--- config.mk ---
export PLATFORM = sky130hd
export DESIGN_NAME = feature_scaler_flat
export DESIGN_NICKNAME = d
export VERILOG_FILES = /design/src/rtl/feature_scaler_pkg.sv /design/src/rtl/feature_scaler_if.sv /design/src/rtl/feature_scaler_mac_sat.sv /design/src/rtl/feature_scaler.sv /design/src/flat_wrapper.sv
export SDC_FILE = /design/constraint.sdc
export NUM_CORES = 2
export LEC_CHECK = 0
export BUFFER_PORTS_ARGS = -buffer_cell sky130_fd_sc_hd__buf_2
export CAP_MARGIN = 20
export CORE_MARGIN = 2
export CORE_UTILIZATION = 45
export CTS_BUF_LIST = sky130_fd_sc_hd__clkbuf_8
export DETAILED_ROUTE_END_ITERATION = 6
export PLACE_DENSITY = 0.67
export SLEW_MARGIN = 20
export SYNTH_ARGS = -nofsm -noshare
export SYNTH_HDL_FRONTEND = slang
export SYNTH_SLANG_ARGS = --single-unit
--- constraint.sdc ---
create_clock -name clk_in -period 17.71 [get_ports clk_in]
set_input_delay 1.771 -clock clk_in [delete_from_list [all_inputs] [get_ports clk_in]]
set_output_delay 1.771 -clock clk_in [all_outputs]
set_load 0.01 [all_outputs]
--- src/rtl/feature_scaler_pkg.sv ---
// feature_scaler_pkg: shared load-FSM states, header byte, identity gain and saturation bounds.
package feature_scaler_pkg;

    typedef enum logic [2:0] {
        CFG_IDLE,
        CFG_MEAN_HI,
        CFG_MEAN_LO,
        CFG_GAIN_HI,
        CFG_GAIN_LO,
        CFG_COMMIT
    } cfg_state_e;

    localparam logic [7:0] CFG_HEADER = 8'hA5;

    function automatic logic signed [15:0] identity_gain(input int frac_bits);
        return 16'(1 << frac_bits);
    endfunction

    localparam logic signed [15:0] IDENTITY_GAIN = identity_gain(8);
    localparam logic signed [15:0] SAT_MAX = 16'sh7FFF;
    localparam logic signed [15:0] SAT_MIN = 16'sh8000;

endpackage

--- src/rtl/feature_scaler_if.sv ---
// feature_scaler_if: raw feature stream in, parameter byte stream in, scaled feature stream out.
interface feature_scaler_if;
    logic signed [15:0] raw_data_in;
    logic               raw_valid_in;
    logic               raw_last_in;
    logic [7:0]         cfg_data_in;
    logic               cfg_valid_in;
    logic signed [15:0] feature_data_out;
    logic               feature_valid_out;
    logic               feature_last_out;

    modport slave (
        input  raw_data_in, raw_valid_in, raw_last_in, cfg_data_in, cfg_valid_in,
        output feature_data_out, feature_valid_out, feature_last_out
    );

    modport master (
        output raw_data_in, raw_valid_in, raw_last_in, cfg_data_in, cfg_valid_in,
        input  feature_data_out, feature_valid_out, feature_last_out
    );
endinterface

--- src/rtl/feature_scaler_mac_sat.sv ---
// scaler_mac_sat: registered stage computing sat16((diff * gain) >>> FRAC_BITS), with a saturated flag.
module scaler_mac_sat
    import feature_scaler_pkg::*;
#(
    parameter int FRAC_BITS = 8
) (
    input  logic               clk_i,
    input  logic               rst_n_i,
    input  logic signed [16:0] diff_i,
    input  logic signed [15:0] gain_i,
    input  logic               valid_i,
    input  logic               last_i,
    input  logic               ovf_i,
    output logic signed [15:0] data_o,
    output logic               valid_o,
    output logic               last_o,
    output logic               ovf_o,
    output logic               sat_o
);

    logic signed [32:0] prod;
    logic signed [32:0] shifted;
    logic               hi;
    logic               lo;
    logic signed [15:0] data_q;
    logic               valid_q;
    logic               last_q;
    logic               ovf_q;
    logic               sat_q;

    always_comb begin
        prod    = 33'(diff_i) * 33'(gain_i);
        shifted = prod >>> FRAC_BITS;
        hi      = shifted > 33'(SAT_MAX);
        lo      = shifted < 33'(SAT_MIN);
    end

    always_ff @(posedge clk_i or negedge rst_n_i) begin
        if (!rst_n_i) begin
            data_q  <= '0;
            valid_q <= 1'b0;
            last_q  <= 1'b0;
            ovf_q   <= 1'b0;
            sat_q   <= 1'b0;
        end else begin
            data_q  <= hi ? SAT_MAX : lo ? SAT_MIN : shifted[15:0];
            valid_q <= valid_i;
            last_q  <= last_i;
            ovf_q   <= ovf_i;
            sat_q   <= valid_i && (hi || lo);
        end
    end

    assign data_o  = data_q;
    assign valid_o = valid_q;
    assign last_o  = last_q;
    assign ovf_o   = ovf_q;
    assign sat_o   = sat_q;

endmodule

--- src/rtl/feature_scaler.sv ---
// feature_scaler: per-feature y = sat16(((x - mean[i]) * gain[i]) >>> GAIN_FRAC_BITS), byte-loaded tables.
// FEATURE_SCALER_SAT_COUNT_EN adds sat_count_out, a count of saturated output beats cleared on commit.
module feature_scaler
    import feature_scaler_pkg::*;
#(
    parameter int NUM_FEATURES   = 16,
    parameter int GAIN_FRAC_BITS = 8
) (
    input  logic             clk_in,
    input  logic             rst_n_in,
    feature_scaler_if.slave  bus,
    output logic             params_loaded_out,
    output logic             overflow_out
`ifdef FEATURE_SCALER_SAT_COUNT_EN
   ,output logic [15:0]      sat_count_out
`endif
);

    localparam int IDX_W = NUM_FEATURES > 1 ? $clog2(NUM_FEATURES) : 1;
    localparam logic [IDX_W-1:0] LAST_IDX = IDX_W'(NUM_FEATURES - 1);
    localparam logic signed [15:0] ID_GAIN = identity_gain(GAIN_FRAC_BITS);

    logic signed [15:0] mean_q    [NUM_FEATURES];
    logic signed [15:0] gain_q    [NUM_FEATURES];
    logic signed [15:0] sh_mean_q [NUM_FEATURES];
    logic signed [15:0] sh_gain_q [NUM_FEATURES];
    cfg_state_e         state_q, state_d;
    logic [IDX_W-1:0]   k_q, k_d;
    logic [7:0]         hi_q;
    logic               mean_we, gain_we, commit;
    logic               params_q;
    logic [IDX_W-1:0]   idx_q, s1_idx_q;
    logic               frame_q;
    logic signed [16:0] diff_q;
    logic               s1_valid_q, s1_last_q, s1_ovf_q;
    logic               wrap;
    logic signed [15:0] y;
    logic               y_valid, y_last;

    assign wrap = bus.raw_valid_in && !bus.raw_last_in && idx_q == LAST_IDX;

    // Commit waits for a gap between vectors so a vector never mixes parameter sets.
    always_comb begin
        state_d = state_q;
        k_d     = k_q;
        mean_we = 1'b0;
        gain_we = 1'b0;
        commit  = 1'b0;
        if (state_q == CFG_COMMIT) begin
            if (!frame_q && !bus.raw_valid_in) begin
                commit  = 1'b1;
                state_d = CFG_IDLE;
                k_d     = '0;
            end
        end else if (bus.cfg_valid_in) begin
            case (state_q)
                CFG_IDLE:    state_d = bus.cfg_data_in == CFG_HEADER ? CFG_MEAN_HI : CFG_IDLE;
                CFG_MEAN_HI: state_d = CFG_MEAN_LO;
                CFG_MEAN_LO: begin
                    mean_we = 1'b1;
                    state_d = CFG_GAIN_HI;
                end
                CFG_GAIN_HI: state_d = CFG_GAIN_LO;
                CFG_GAIN_LO: begin
                    gain_we = 1'b1;
                    k_d     = k_q == LAST_IDX ? '0 : k_q + 1'b1;
                    state_d = k_q == LAST_IDX ? CFG_COMMIT : CFG_MEAN_HI;
                end
                default:     state_d = state_q;
            endcase
        end
    end

    always_ff @(posedge clk_in or negedge rst_n_in) begin
        if (!rst_n_in) begin
            state_q  <= CFG_IDLE;
            k_q      <= '0;
            hi_q     <= '0;
            params_q <= 1'b0;
            for (int i = 0; i < NUM_FEATURES; i++) begin
                mean_q[i]    <= '0;
                gain_q[i]    <= ID_GAIN;
                sh_mean_q[i] <= '0;
                sh_gain_q[i] <= ID_GAIN;
            end
        end else begin
            state_q <= state_d;
            k_q     <= k_d;
            if (bus.cfg_valid_in && (state_q == CFG_MEAN_HI || state_q == CFG_GAIN_HI))
                hi_q <= bus.cfg_data_in;
            if (mean_we)
                sh_mean_q[k_q] <= {hi_q, bus.cfg_data_in};
            if (gain_we)
                sh_gain_q[k_q] <= {hi_q, bus.cfg_data_in};
            if (commit) begin
                mean_q   <= sh_mean_q;
                gain_q   <= sh_gain_q;
                params_q <= 1'b1;
            end
        end
    end

    always_ff @(posedge clk_in or negedge rst_n_in) begin
        if (!rst_n_in) begin
            idx_q      <= '0;
            frame_q    <= 1'b0;
            diff_q     <= '0;
            s1_idx_q   <= '0;
            s1_valid_q <= 1'b0;
            s1_last_q  <= 1'b0;
            s1_ovf_q   <= 1'b0;
        end else begin
            if (bus.raw_valid_in) begin
                idx_q   <= (bus.raw_last_in || wrap) ? '0 : idx_q + 1'b1;
                frame_q <= !bus.raw_last_in;
            end
            diff_q     <= 17'(bus.raw_data_in) - 17'(mean_q[idx_q]);
            s1_idx_q   <= idx_q;
            s1_valid_q <= bus.raw_valid_in;
            s1_last_q  <= bus.raw_valid_in && bus.raw_last_in;
            s1_ovf_q   <= wrap;
        end
    end

`ifdef FEATURE_SCALER_SAT_COUNT_EN
    logic        sat;
    logic [15:0] sat_cnt_q;

    always_ff @(posedge clk_in or negedge rst_n_in) begin
        if (!rst_n_in)
            sat_cnt_q <= '0;
        else if (commit)
            sat_cnt_q <= '0;
        else if (sat && sat_cnt_q != 16'hFFFF)
            sat_cnt_q <= sat_cnt_q + 16'd1;
    end

    assign sat_count_out = sat_cnt_q;
`else
    logic sat_unused;
`endif

    scaler_mac_sat #(.FRAC_BITS(GAIN_FRAC_BITS)) u_mac (
        .clk_i   (clk_in),
        .rst_n_i (rst_n_in),
        .diff_i  (diff_q),
        .gain_i  (gain_q[s1_idx_q]),
        .valid_i (s1_valid_q),
        .last_i  (s1_last_q),
        .ovf_i   (s1_ovf_q),
        .data_o  (y),
        .valid_o (y_valid),
        .last_o  (y_last),
        .ovf_o   (overflow_out),
`ifdef FEATURE_SCALER_SAT_COUNT_EN
        .sat_o   (sat)
`else
        .sat_o   (sat_unused)
`endif
    );

    assign bus.feature_data_out  = y;
    assign bus.feature_valid_out = y_valid;
    assign bus.feature_last_out  = y_last;
    assign params_loaded_out     = params_q;

endmodule

--- src/flat_wrapper.sv ---
// flat-port wrapper written by rule: the top's interface ports become plain ports
module feature_scaler_flat import feature_scaler_pkg::*;
#(
    parameter int NUM_FEATURES   = 16,
    parameter int GAIN_FRAC_BITS = 8
)
  (clk_in, rst_n_in, params_loaded_out, overflow_out, bus_raw_data_in, bus_raw_valid_in, bus_raw_last_in, bus_cfg_data_in, bus_cfg_valid_in, bus_feature_data_out, bus_feature_valid_out, bus_feature_last_out);
  feature_scaler_if bus_i ();
  input  logic clk_in;
  input  logic rst_n_in;
  output logic params_loaded_out;
  output logic overflow_out;
  input wire logic [$bits(bus_i.raw_data_in)-1:0] bus_raw_data_in;
  input wire logic [$bits(bus_i.raw_valid_in)-1:0] bus_raw_valid_in;
  input wire logic [$bits(bus_i.raw_last_in)-1:0] bus_raw_last_in;
  input wire logic [$bits(bus_i.cfg_data_in)-1:0] bus_cfg_data_in;
  input wire logic [$bits(bus_i.cfg_valid_in)-1:0] bus_cfg_valid_in;
  output wire logic [$bits(bus_i.feature_data_out)-1:0] bus_feature_data_out;
  output wire logic [$bits(bus_i.feature_valid_out)-1:0] bus_feature_valid_out;
  output wire logic [$bits(bus_i.feature_last_out)-1:0] bus_feature_last_out;
  assign bus_i.raw_data_in = bus_raw_data_in;
  assign bus_i.raw_valid_in = bus_raw_valid_in;
  assign bus_i.raw_last_in = bus_raw_last_in;
  assign bus_i.cfg_data_in = bus_cfg_data_in;
  assign bus_i.cfg_valid_in = bus_cfg_valid_in;
  assign bus_feature_data_out = bus_i.feature_data_out;
  assign bus_feature_valid_out = bus_i.feature_valid_out;
  assign bus_feature_last_out = bus_i.feature_last_out;
  feature_scaler #(.NUM_FEATURES(NUM_FEATURES), .GAIN_FRAC_BITS(GAIN_FRAC_BITS)) u_core (.clk_in(clk_in), .rst_n_in(rst_n_in), .bus(bus_i), .params_loaded_out(params_loaded_out), .overflow_out(overflow_out));
endmodule
==> summary.txt <==
CTS Root Cell: clkbuf_8
Antenna Nets Post-Route: 0
Nets: 4352
Leakage: 30.33 nW
Post-Route WL: 123600 um
GPL Wtd Cong: 0.8508
CTS tree: yes
Skew final: 0.06878 ns
Dpl cells: 5394
FF-to-FF End: u_core.u_mac.data_o[0]$_DFF_PN0_
Worst-skew pair later-pin latency: 0.90 ns
Worst Hold Path EP: u_core.u_mac.last_o$_DFF_PN0_
Overflow after GRT: 0
Initial antenna violation count: 8
Initial Utilization: 45.36%
Num ports: 49
CTS resizes: 0
Tmin final: 9.973 ns
Register area: 0.02728 sq mm
DR vias: 30840
Clock-pin slew of the registers on the worst-case setup and hold paths: 0.06 ns
Fraction of layout cells with a size suffix above 1: 39.20%
Vias in the first global route: 33420
Sink Count: 1088
Post-synthesis register bit count: 1088
Worst Path Required: 18.51 ns
Critical path class: flop to flop
Wirelength per Cell: 21.68 um
First-pass GRT wire length: 197600 um
Worst hold path depth: 0
Layout fillers: 10450
Final setup fails: 0
Max-cap violations: 0
Area added between synthesis and finish: 9.636%
Async SR Flop Fraction: 100.0%
Status: finished clean
Post-synthesis sequential area ratio: 49.33%
Hold Crit Class: flop to flop
Unrepaired setup endpoints after global routing: false
List of most frequent post-synthesis cells: 1056 x dfrtp_1, 1033 x mux2_2, 349 x inv_1, 276 x fa_1, 206 x clkbuf_1
Worst R2R Path Depth: 26
Worst path arrival time: 10.77 ns
Top FF cell, synth: dfrtp_1
Setup slack, reg-to-reg: 7.74 ns
DRC: 0
Synthesis Warnings: 0
Max-slew violation count: 0
Post-synth EDFFs: 0
Largest net degree at the start of global routing: 175
Initial DRC count: 1898
Syn Area/Cell: 14.19 sq um
Final hold viol count: 0
Setup crit start kind: flop
Std cell rows: 128
Die span in x: 354.5 um
1st-pass router iterations: 5
H-tree Lvls: 4
Power Dens Cells: 112.6 mW/mm^2
Worst Max-Slew Pin Slew: 1.074 ns
Layout Cells excl Fill: 5702
Height of the die: 354.5 um
PortBufs: 48
Die Footprint: 0.1257 sq mm
Setup tns final: 0 ns
Setup Fix Bufs, Post-CTS: 0
Area of the multi-input gates: 0.02584 sq mm
Synthesized Nets: 4303
Longest Clk Path Bufs: 3
Unique masters post-synth: 70
Top-count cell post-synth: dfrtp_1
Hold buffer count at cts: 0
Max frequency: 100.3 MHz
Core area: 0.1219 sq mm
Worst reg2reg startpoint: u_core.s1_idx_q[0]$_DFF_PN0_
Rel. slew slack: 28.42%
Leading area contributor after synthesis: dfrtp_1
Via/cell ratio: 5.408
Crit-path max FO: 33
CP endpoint kind: flop
Fin crit share: 56.31%
Yosys top cell area share: 47.80%
Total GRT Usage: 20.39%
Fin util: 49.73%
Mapped Area: 0.05528 sq mm
Top cells by area, synth: dfrtp_1 48%, mux2_2 21%, fa_1 10%
Hold_sp: u_core.s1_last_q$_DFF_PN0_
VDD IR max: 0.0001066 V
CTS Buf Count: 174
Post-DP HPWL: 76390 um
Post-Syn Instances: 3896
## how the worst max path moves through the flow
stage / startpoint / end / slack [ns]
5_1_grt: u_core.s1_idx_q[0]$_DFF_PN0_ / u_core.u_mac.data_o[0]$_DFF_PN0_ / 7.22
6_report: u_core.s1_idx_q[0]$_DFF_PN0_ / u_core.u_mac.data_o[0]$_DFF_PN0_ / 7.74
3_3_place_gp: u_core.s1_idx_q[0]$_DFF_PN0_ / u_core.u_mac.data_o[0]$_DFF_PN0_ / 7.88
2_1_floorplan: u_core.s1_idx_q[0]$_DFF_PN0_ / u_core.u_mac.data_o[10]$_DFF_PN0_ / 8.32
3_5_place_dp: u_core.s1_idx_q[0]$_DFF_PN0_ / u_core.u_mac.data_o[0]$_DFF_PN0_ / 7.73
4_1_cts: u_core.s1_idx_q[0]$_DFF_PN0_ / u_core.u_mac.data_o[0]$_DFF_PN0_ / 7.71
## metrics by stage
| stage | total power, W | worst slack [ns] | area, sq um | hold slack, ns |
|---|---|---|---|---|
| final | 0.006824 | 7.738 | 60600 | 0.3578 |
| after global routing | 0.007272 | 7.225 | 60600 | 0.3642 |
| after CTS | 0.006907 | 7.706 | 60590 | 0.3582 |
| after detailed placement | 0.004770 | 7.730 | 57200 | 0.3355 |
| after global placement | 0.004726 | 7.882 | 57200 | 0.3381 |
| after floorplan | 0.004198 | 8.319 | 55280 | 0.3312 |
## kinds of logic after synthesis
kind of cell	Yosys count	share of synthesized area, %
compound gates	168	2.073
xor+xnor	40	0.6474
fa+ha+maj	378	12.30
buf+inv	583	4.009
flops	1088	49.33
mux	1196	27.58
simple gates	443	4.056
## report_power, final
group / internal, W / leakage [nW] / switching, W / total, W
clock: 0.00111 / 2.01 / 0.000994 / 0.00211
combinational: 0.000756 / 13.4 / 0.00102 / 0.00178
sequential: 0.00270 / 14.9 / 0.000244 / 0.00294
## state kept, by name (all words and copies together), names as in the netlist
| signal | count |
|---|---|
| u_core.diff_q | 17 |
| u_core.frame_q | 1 |
| u_core.gain_q | 256 |
| u_core.hi_q | 8 |
| u_core.idx_q | 4 |
| u_core.k_q | 4 |
| u_core.mean_q | 256 |
| u_core.params_loaded_out | 1 |
| u_core.s1_idx_q | 4 |
| u_core.s1_last_q | 1 |
| u_core.s1_ovf_q | 1 |
| u_core.s1_valid_q | 1 |
| u_core.sh_gain_q | 256 |
| u_core.sh_mean_q | 256 |
| u_core.state_q | 3 |
| u_core.u_mac.data_o | 16 |
| u_core.u_mac.last_o | 1 |
| u_core.u_mac.ovf_o | 1 |
| u_core.u_mac.valid_o | 1 |
## cells in the final DEF (no fill, tap or decap), types with 5 or more instances in the layout
master / instances
dfrtp_1: 1051
mux2_2: 1033
inv_1: 422
fa_1: 276
clkbuf_8: 206
nand2_1: 167
mux4_2: 156
and2_1: 147
ha_1: 102
buf_4: 54
buf_2: 47
nor2_1: 42
a21oi_1: 36
a21o_1: 34
dfstp_2: 32
o21ai_0: 30
xnor2_1: 30
nor2b_1: 13
o21a_1: 13
clkinv_2: 11
nor3_1: 10
nand4_1: 10
nand2_2: 10
xor2_1: 9
nand3_1: 8
and3_1: 7
or2_2: 6
o21bai_1: 6
a21boi_0: 5
mux2i_1: 5
## worst max-delay path, stage by stage (launching register included)
cell	delay, ns
dfrtp_4	0.94
buf_4	0.66
mux4_2	0.58
mux4_2	0.69
and2_1	0.27
fa_1	0.54
inv_1	0.05
fa_1	0.46
fa_1	0.52
inv_1	0.06
fa_1	0.50
fa_1	0.49
inv_1	0.05
fa_1	0.48
inv_1	0.04
ha_1	0.36
and3_1	0.27
nand2_1	0.10
a211o_1	0.31
a31o_2	0.21
a31oi_1	0.38
a41oi_1	0.21
xor2_1	0.19
nand4bb_1	0.18
or4_1	0.47
o41ai_4	0.61
a31o_1	0.23
## routing by layer
metal	wire, um	part of all wire, %	vias to the layer above	GRT usage (%)
met2	58260	47	622	32.32
met4	3287	2.7	0	6.720
met5	0	0	-	0
met1	57120	46	16600	28.83
met3	4968	4.0	201	3.285
li1	-	-	13410	-
## layout make-up
| class | count | share of cell area, % |
|---|---|---|
| Sequential cell | 1088 | 45.02 |
| Multi-Input combinational cell | 2225 | 42.63 |
| Clock buffer | 206 | 4.678 |
| Tap cell | 1625 | 3.355 |
| Inverter | 349 | 2.162 |
| Timing Repair Buffer | 107 | 1.233 |
| Clock inverter | 99 | 0.9125 |
| Antenna cell | 3 | 0.01239 |
No activity file was read; power rests on OpenSTA's default activity.
